## src/rtl/uart_io_arbiter.sv

```systemverilog
// IO-bus front end for rs232_uart: port decode, one-entry TX pend register, round-robin TX sharing with a button echo path; UART_IO_TXCOUNT_EN adds a TX byte counter on ports 05/06.
// Latency: IO_read_data registered on the strobe edge; a TX grant drives uart_write_tx the following cycle.
// Backpressure: uart_tx_full stalls both sources, one cooldown cycle after every TX write, a proc write while pending is dropped (ovf).
module uart_io_arbiter #(
    parameter logic [7:0] UART_PORT = 8'h01,
    parameter logic [7:0] RXP_PORT  = 8'h02,
    parameter logic [7:0] TXB_PORT  = 8'h03,
    parameter logic [7:0] STAT_PORT = 8'h04
) (
    input  logic       clk,
    input  logic       reset,
    input  logic [7:0] IO_port_ID,
    input  logic [7:0] IO_write_data,
    input  logic       IO_write_strobe,
    input  logic       IO_read_strobe,
    output logic [7:0] IO_read_data,
    input  logic       dbg_echo,
    output logic [7:0] uart_tx_data,
    output logic       uart_write_tx,
    input  logic       uart_tx_full,
    input  logic [7:0] uart_rx_data,
    output logic       uart_read_ack,
    input  logic       uart_rx_present
);

    localparam logic [7:0] TXC_LO_PORT = 8'h05;
    localparam logic [7:0] TXC_HI_PORT = 8'h06;

    typedef enum logic [1:0] {E_IDLE, E_READ, E_HOLD} echo_state_t;

    echo_state_t state;
    logic [7:0]  pend_data;
    logic        pend_valid;
    logic [7:0]  echo_buf;
    logic        echo_valid;
    logic        ovf;
    logic        echo_drop;
    logic        rr_last;
    logic        cooldown;
    logic        dbg_sync1, dbg_sync2, dbg_prev;

    logic        rd_uart, wr_en, wr_uart, wr_stat;
    logic        echo_req, echo_busy, echo_take, drop_set;
    logic        tx_ok, grant_echo, grant_proc;
    logic [7:0]  rd_mux;

`ifdef UART_IO_TXCOUNT_EN
    logic [15:0] tx_count;
    logic [7:0]  tx_count_shadow;
`endif

    // A simultaneous read strobe wins; the write is discarded.
    assign rd_uart   = IO_read_strobe && (IO_port_ID == UART_PORT);
    assign wr_en     = IO_write_strobe && !IO_read_strobe;
    assign wr_uart   = wr_en && (IO_port_ID == UART_PORT);
    assign wr_stat   = wr_en && (IO_port_ID == STAT_PORT);

    assign echo_req  = dbg_sync2 && !dbg_prev;
    assign echo_busy = (state != E_IDLE);
    assign echo_take = (state == E_READ) && !rd_uart && uart_rx_present;
    assign drop_set  = (echo_req && (echo_busy || !uart_rx_present)) ||
                       ((state == E_READ) && !rd_uart && !uart_rx_present);

    // Both valid: serve the source that did not go last (rr_last 0 = proc).
    assign tx_ok      = !uart_tx_full && !cooldown;
    assign grant_echo = tx_ok && echo_valid && (!pend_valid || !rr_last);
    assign grant_proc = tx_ok && pend_valid && !grant_echo;

    // The pop must land on the same edge that captures the RX head.
    assign uart_read_ack = !reset && (rd_uart || echo_take);

    always_comb begin
        rd_mux = 8'h00;
        case (IO_port_ID)
            UART_PORT:   rd_mux = uart_rx_data;
            RXP_PORT:    rd_mux = {7'b0, uart_rx_present};
            TXB_PORT:    rd_mux = {7'b0, uart_tx_full | pend_valid};
            STAT_PORT:   rd_mux = {5'b0, echo_busy, echo_drop, ovf};
`ifdef UART_IO_TXCOUNT_EN
            TXC_LO_PORT: rd_mux = tx_count[7:0];
            TXC_HI_PORT: rd_mux = tx_count_shadow;
`endif
            default:     rd_mux = 8'h00;
        endcase
    end

    always_ff @(posedge clk) begin
        if (reset) begin
            IO_read_data  <= 8'h00;
            uart_tx_data  <= 8'h00;
            uart_write_tx <= 1'b0;
            pend_data     <= 8'h00;
            pend_valid    <= 1'b0;
            echo_buf      <= 8'h00;
            echo_valid    <= 1'b0;
            ovf           <= 1'b0;
            echo_drop     <= 1'b0;
            rr_last       <= 1'b0;
            cooldown      <= 1'b0;
            dbg_sync1     <= 1'b0;
            dbg_sync2     <= 1'b0;
            dbg_prev      <= 1'b0;
            state         <= E_IDLE;
        end else begin
            if (IO_read_strobe)
                IO_read_data <= rd_mux;

            dbg_sync1 <= dbg_echo;
            dbg_sync2 <= dbg_sync1;
            dbg_prev  <= dbg_sync2;

            uart_write_tx <= grant_echo || grant_proc;
            cooldown      <= grant_echo || grant_proc;
            if (grant_echo) begin
                uart_tx_data <= echo_buf;
                rr_last      <= 1'b1;
            end else if (grant_proc) begin
                uart_tx_data <= pend_data;
                rr_last      <= 1'b0;
            end

            // A write landing on the grant cycle refills the slot being drained.
            if (wr_uart && (!pend_valid || grant_proc)) begin
                pend_data  <= IO_write_data;
                pend_valid <= 1'b1;
            end else if (grant_proc) begin
                pend_valid <= 1'b0;
            end

            if (wr_uart && pend_valid && !grant_proc)
                ovf <= 1'b1;
            else if (wr_stat && IO_write_data[0])
                ovf <= 1'b0;

            if (drop_set)
                echo_drop <= 1'b1;
            else if (wr_stat && IO_write_data[1])
                echo_drop <= 1'b0;

            if (grant_echo)
                echo_valid <= 1'b0;

            case (state)
                E_IDLE: begin
                    if (echo_req && uart_rx_present)
                        state <= E_READ;
                end
                E_READ: begin
                    if (!rd_uart) begin
                        if (uart_rx_present) begin
                            echo_buf   <= uart_rx_data;
                            echo_valid <= 1'b1;
                            state      <= E_HOLD;
                        end else begin
                            state <= E_IDLE;
                        end
                    end
                end
                E_HOLD: begin
                    if (!echo_valid)
                        state <= E_IDLE;
                end
                default: state <= E_IDLE;
            endcase
        end
    end

`ifdef UART_IO_TXCOUNT_EN
    always_ff @(posedge clk) begin
        if (reset) begin
            tx_count        <= 16'h0000;
            tx_count_shadow <= 8'h00;
        end else begin
            if (wr_en && (IO_port_ID == TXC_LO_PORT))
                tx_count <= 16'h0000;
            else if (uart_write_tx)
                tx_count <= tx_count + 16'd1;
            // Reading the low byte freezes the high byte for a coherent 16-bit read.
            if (IO_read_strobe && (IO_port_ID == TXC_LO_PORT))
                tx_count_shadow <= tx_count[15:8];
        end
    end
`endif

endmodule

```

## config.mk

```make
export PLATFORM = sky130hd
export DESIGN_NAME = uart_io_arbiter
export DESIGN_NICKNAME = d
export VERILOG_FILES = /design/src/rtl/uart_io_arbiter.sv
export SDC_FILE = /design/constraint.sdc
export NUM_CORES = 1
export LEC_CHECK = 0
export CAP_MARGIN = 20
export CORE_MARGIN = 2
export CORE_UTILIZATION = 30
export CTS_CLUSTER_SIZE = 30
export DETAILED_ROUTE_END_ITERATION = 8
export GPL_ROUTABILITY_DRIVEN = 0
export PLACE_DENSITY = 0.59
export SLEW_MARGIN = 30
export SYNTH_ARGS = -nofsm -noshare
export SYNTH_HDL_FRONTEND = slang
export SYNTH_SLANG_ARGS = --single-unit
```

## constraint.sdc

```tcl
create_clock -name clk -period 2.4 [get_ports clk]
set_input_delay 0.36 -clock clk [delete_from_list [all_inputs] [get_ports clk]]
set_output_delay 0.36 -clock clk [all_outputs]
set_load 0.01 [all_outputs]
```

Word level (Yosys, flattened, before mapping)
Index checks and enable logic that the tools add are counted.
{"block": "word_totals", "out_inout_bits": 18, "mem_count": 0, "ram_bits": 0, "register_bits": 43, "latchBits": 0, "romBits": 0, "wordCells": 90}
{"block": "classes", "n_reduce_logical": 46, "eq_ne": 9, "multipliers": 0, "n_shift": 0, "n_bitwise": 2, "div": 0, "n_addsub": 0, "order_cmp": 0, "n_mux": 19}
{"cell": "$pmux W8 S4", "n": 1}
{"cell": "$logic_and A1 B1 Y1", "n": 21}
{"cell": "$eq A8 B2 Y1 const B", "n": 2}
{"cell": "$mux W8", "n": 2}
{"cell": "$logic_not A1 Y1", "n": 11}
{"cell": "$mux W1", "n": 11}
{"cell": "$reduce_bool A2 Y1", "n": 5}
{"cell": "$eq A8 B1 Y1 const B", "n": 1}
{"cell": "$eq A8 B3 Y1 const B", "n": 1}
{"cell": "$mux W2", "n": 4}
{"cell": "$logic_or A1 B1 Y1", "n": 6}
{"cell": "$ne A2 B2 Y1 const B", "n": 3}
{"cell": "$pmux W2 S3", "n": 1}
{"cell": "$reduce_and A3 Y1", "n": 2}
{"cell": "$eq A2 B1 Y1 const B", "n": 1}
{"cell": "$eq A2 B2 Y1 const B", "n": 1}
{"cell": "$logic_not A2 Y1", "n": 1}
{"cell": "$not A1 Y1", "n": 1}
{"cell": "$or A1 B1 Y1", "n": 1}

Logic depth before layout (Yosys ltp)
{"block": "depth", "depth_word": 9, "depth_mapped": 5, "depth_no_buf": 4}

Worst setup path after synthesis
No wires, ideal clock.
{"block": "synth_path", "path_kind": "input -> output", "start": "input IO_port_ID[5]", "end": "output uart_read_ack", "required_time_ns": 2.040, "arrival_ns": 1.321, "cell_stages": 3, "path_slack_ns": 0.719, "path_cell_list": "nor4_4 -> nand4_1 -> a21oi_1"}
{"block": "synth_between", "elab_chain_len": 7}
{"element": "start, declared", "line": "12", "rtl": "input logic [7:0] IO_port_ID,"}
{"element": "$eq A8 B1 Y1 (*)", "line": "53", "rtl": "assign rd_uart = IO_read_strobe && (IO_port_ID == UART_PORT);"}
{"element": "$logic_and A1 B1 Y1 (*)", "line": "53"}
{"element": "$logic_not A1 Y1"}
{"element": "$logic_and A1 B1 Y1 (2 in series)", "line": "60", "rtl": "assign echo_take = (state == E_READ) && !rd_uart && uart_rx_present;"}
{"element": "$logic_or A1 B1 Y1 (*)", "line": "70", "rtl": "assign uart_read_ack = !reset && (rd_uart || echo_take);"}
{"element": "$logic_and A1 B1 Y1 (*)", "line": "70"}
{"element": "end, declared", "line": "22", "rtl": "output logic uart_read_ack,"}
Every way passes the cells marked *; elsewhere a longest branch is shown, timed or not.

Final worst setup path
Ends and elaborated chain as after synthesis.

==> key figures <==
Yosys
  • Synth Warn #: 0
  • Synthesized Nets: 234
  • Adder-cell share of the synthesized area: 0%
  • Syn avg cell area: 8.99 um2
  • Synth Instances: 203
  • Main synth FF type: dfxtp_1
  • Mux contribution to synthesized area: 4.39%
  • Commonest cells post-synth: dfxtp_1 (43), a21oi_1 (26), nor2_1 (22), nand2b_1 (21), nor2b_1 (13)
  • Netlist cell types: 29
  • Post-synth top area cell: dfxtp_1
  • Largest family of logic cells by synthesized area: simple AND/OR/NAND/NOR gates
  • Cell area after synthesis: 1830 um2
  • Top cell type's share of synthesized area: 47.2%
  • Seq cells post-synth: 43
  • Compound-cell area share of the yosys netlist: 17.5%
  • Post-Synth XOR/XNOR Area: 0%
  • Asr flop ratio synth: 0%
  • Simple-gate share of the synthesized area: 28.0%
  • Sequential area share after synthesis: 47.2%
  • Number of synthesized flops with an enable pin: 0
  • Synth top area cells: dfxtp_1 (47%), nand2b_1 (7.2%), a21oi_1 (7.1%)
  • Count leader, synth: dfxtp_1

Timing
  • Worst Clk Skew: 8.27 ps
  • Rel. slew slack: 52.5%
  • Crit share post-route: 90.1%
  • Slew at the pin closest to its max-slew limit: 707 ps
  • Fin. max-slew vios: 0
  • Setup_tns: 0 ps
  • Fmax achieved: 463 MHz
  • RSZ-0062 raised after global routing: false
  • Final Hold Fails: 0
  • Final Worst Setup Slack: 239 ps
  • Final setup violating endpoints: 0
  • Tmin final: 2160 ps

Run
  • Max_cap viols: 0

Cells and area
  • Diodes inserted: 0
  • Area grow syn2layout: 39.4%
  • Register area: 861 um2
  • Post-route insts no fill: 333
  • Fin area: 2540 um2
  • Share of layout cells above drive strength 1: 9.30%
  • Layout fillers: 612
  • Nets: 288
  • Final core occ: 43.2%
  • Area of the multi-input gates: 916 um2

Global routing
  • Overall routing resource usage: 14.5%
  • Largest net degree at the start of global routing: 55
  • Gr ovfl total: 0
  • Initial antenna violation count: 0
  • First-pass GRT wire length: 7360 um
  • Number of global-route vias before repair: 1,554

Place
  • Port buffer count: 48
  • Placed Cells: 325
  • Place WS: -73.9 ps
  • HPWL Detailed: 3230 um
  • Placed inst area: 2430 um2

Hold path
  • Class of the worst hold path: reg2reg

Clock tree
  • Clock transition at path regs: 80 ps
  • Hold-fix buffers, CTS: 0
  • Clock Latency Late Sink: 300 ps
  • Sinks on the clock net: 43
  • Number of CTS-inserted buffers: 5
  • CTS max path bufs: 2
  • CTS tree: built
  • H-tree levels: 2
  • Clk root buf: clkbuf_8

Detailed routing
  • Max layer used: met4
  • WL/cell: 13.6 um
  • Post-Route M1 WL: 2090 um
  • # DRC: 0
  • Drt via density: 4.92
  • Initial DRC Count: 154
  • Final antenna-violating net count: 0
  • Met3 routed WL: 190 um
  • Post-Route WL: 4520 um
  • Met2 WL: 2190 um
  • 1st-pass router iterations: 5
  • Via count: 1,640

Pwr
  • Cell Pwr Density: 552 nW/um2
  • VDD IR max: 0.304 mV
  • Leak: 0.895 nW

Critical path
  • Launching point of the worst reg2reg path: pend_valid$_SDFFE_PP0P_
  • Worst Setup EP: uart_read_ack
  • Crit path launch type: input port
  • CP Capture Type: output port
  • Crit-path max FO: 2
  • R2r worst-path depth: 4
  • Critical path arrival: 1800 ps
  • Worst setup path class: in2out
  • Reg2reg end: uart_tx_data[0]$_SDFFE_PP0P_
  • Worst setup path start: IO_port_ID[5]
  • Worst Path Required: 2040 ps
  • R2R Setup Slk: 970 ps

Floorplan
  • Row cnt: 28
  • Area of the core: 5890 um2
  • Die Span Y: 82.0 um
  • Horiz. Die Dim: 82.0 um
  • Die area: 6720 um2
  • I/O Pins: 49
  • Initial Utilization: 31.0%

Run status
  • Outcome: finished clean
final cells by class:
cell class,count,area share [%]
flip-flops and latches,43,33.8
multi-input cells,147,36.0
clock inverters,3,1.72
repair buffers,58,21.8
clock buffers,5,2.70
well taps,75,3.69
inverters,2,0.295
cell usage in the layout, fill, tap and decap left out, types with 8 or more instances in the layout:
| cell | n |
|---|---|
| a21oi_1 | 25 |
| a222oi_1 | 8 |
| buf_4 | 10 |
| clkdlybuf4s50_1 | 47 |
| dfxtp_1 | 43 |
| mux2i_1 | 8 |
| nand2b_1 | 21 |
| nand3_1 | 9 |
| nor2_1 | 22 |
| nor2b_1 | 13 |
| o21ai_0 | 9 |
power breakdown:
group	internal [mW]	switching, mW
logic	0.0694	0.0497
clock network	0.310	0.256
registers	0.718	0.00280
total	1.10	0.309
critical path, stage by stage:
cell             delay, ps
clkdlybuf4s50_1        450
nor4_4                 300
nand4_1                180
a21oi_2                220
dlygate4sd2_1          290
worst min-delay path by stage:
stage	end	slack, ps	start	depth (start not counted)
finish	dbg_sync2$_SDFF_PP0_	450	dbg_sync1$_SDFF_PP0_	1
detailed placement	dbg_sync2$_SDFF_PP0_	440	dbg_sync1$_SDFF_PP0_	1
floorplan	dbg_sync2$_SDFF_PP0_	410	dbg_sync1$_SDFF_PP0_	1
global placement	dbg_sync2$_SDFF_PP0_	440	dbg_sync1$_SDFF_PP0_	1
CTS	dbg_sync2$_SDFF_PP0_	460	dbg_sync1$_SDFF_PP0_	1
global route	dbg_sync2$_SDFF_PP0_	470	dbg_sync1$_SDFF_PP0_	1
sequential cells by signal, summed over array words and instances, names as in the netlist, 2 cells and up:
signal        flops
state             2
pend_data         8
IO_read_data      8
uart_tx_data      8
echo_buf          8
cells by family after synthesis:
group	Yosys count
and+or+nand+nor	89
AOI/OAI and AO/OA	50
DFF	43
buffers and inverters	13
muxes	8
stage by stage:
| step | power, mW | hold WS [ps] |
|---|---|---|
| global route | 1.46 | 471 |
| floorplan | 0.779 | 414 |
| detailed placement | 0.857 | 436 |
| CTS | 1.42 | 459 |
| finish | 1.41 | 449 |
| global placement | 0.857 | 443 |
per-layer routing:
layer / GRT usage, % / up-vias
met5: 0 / -
met4: 4.50 / 0
met3: 3.85 / 4
met2: 22.5 / 33
met1: 19.5 / 769
li1: - / 834
what timing repair did:
action | CTS | global route
setup endpoints to repair | 1 | 0
gates resized for setup | 2 | 0
buffers inserted | 0 | 0
No activity file was read; power rests on OpenSTA's default activity.
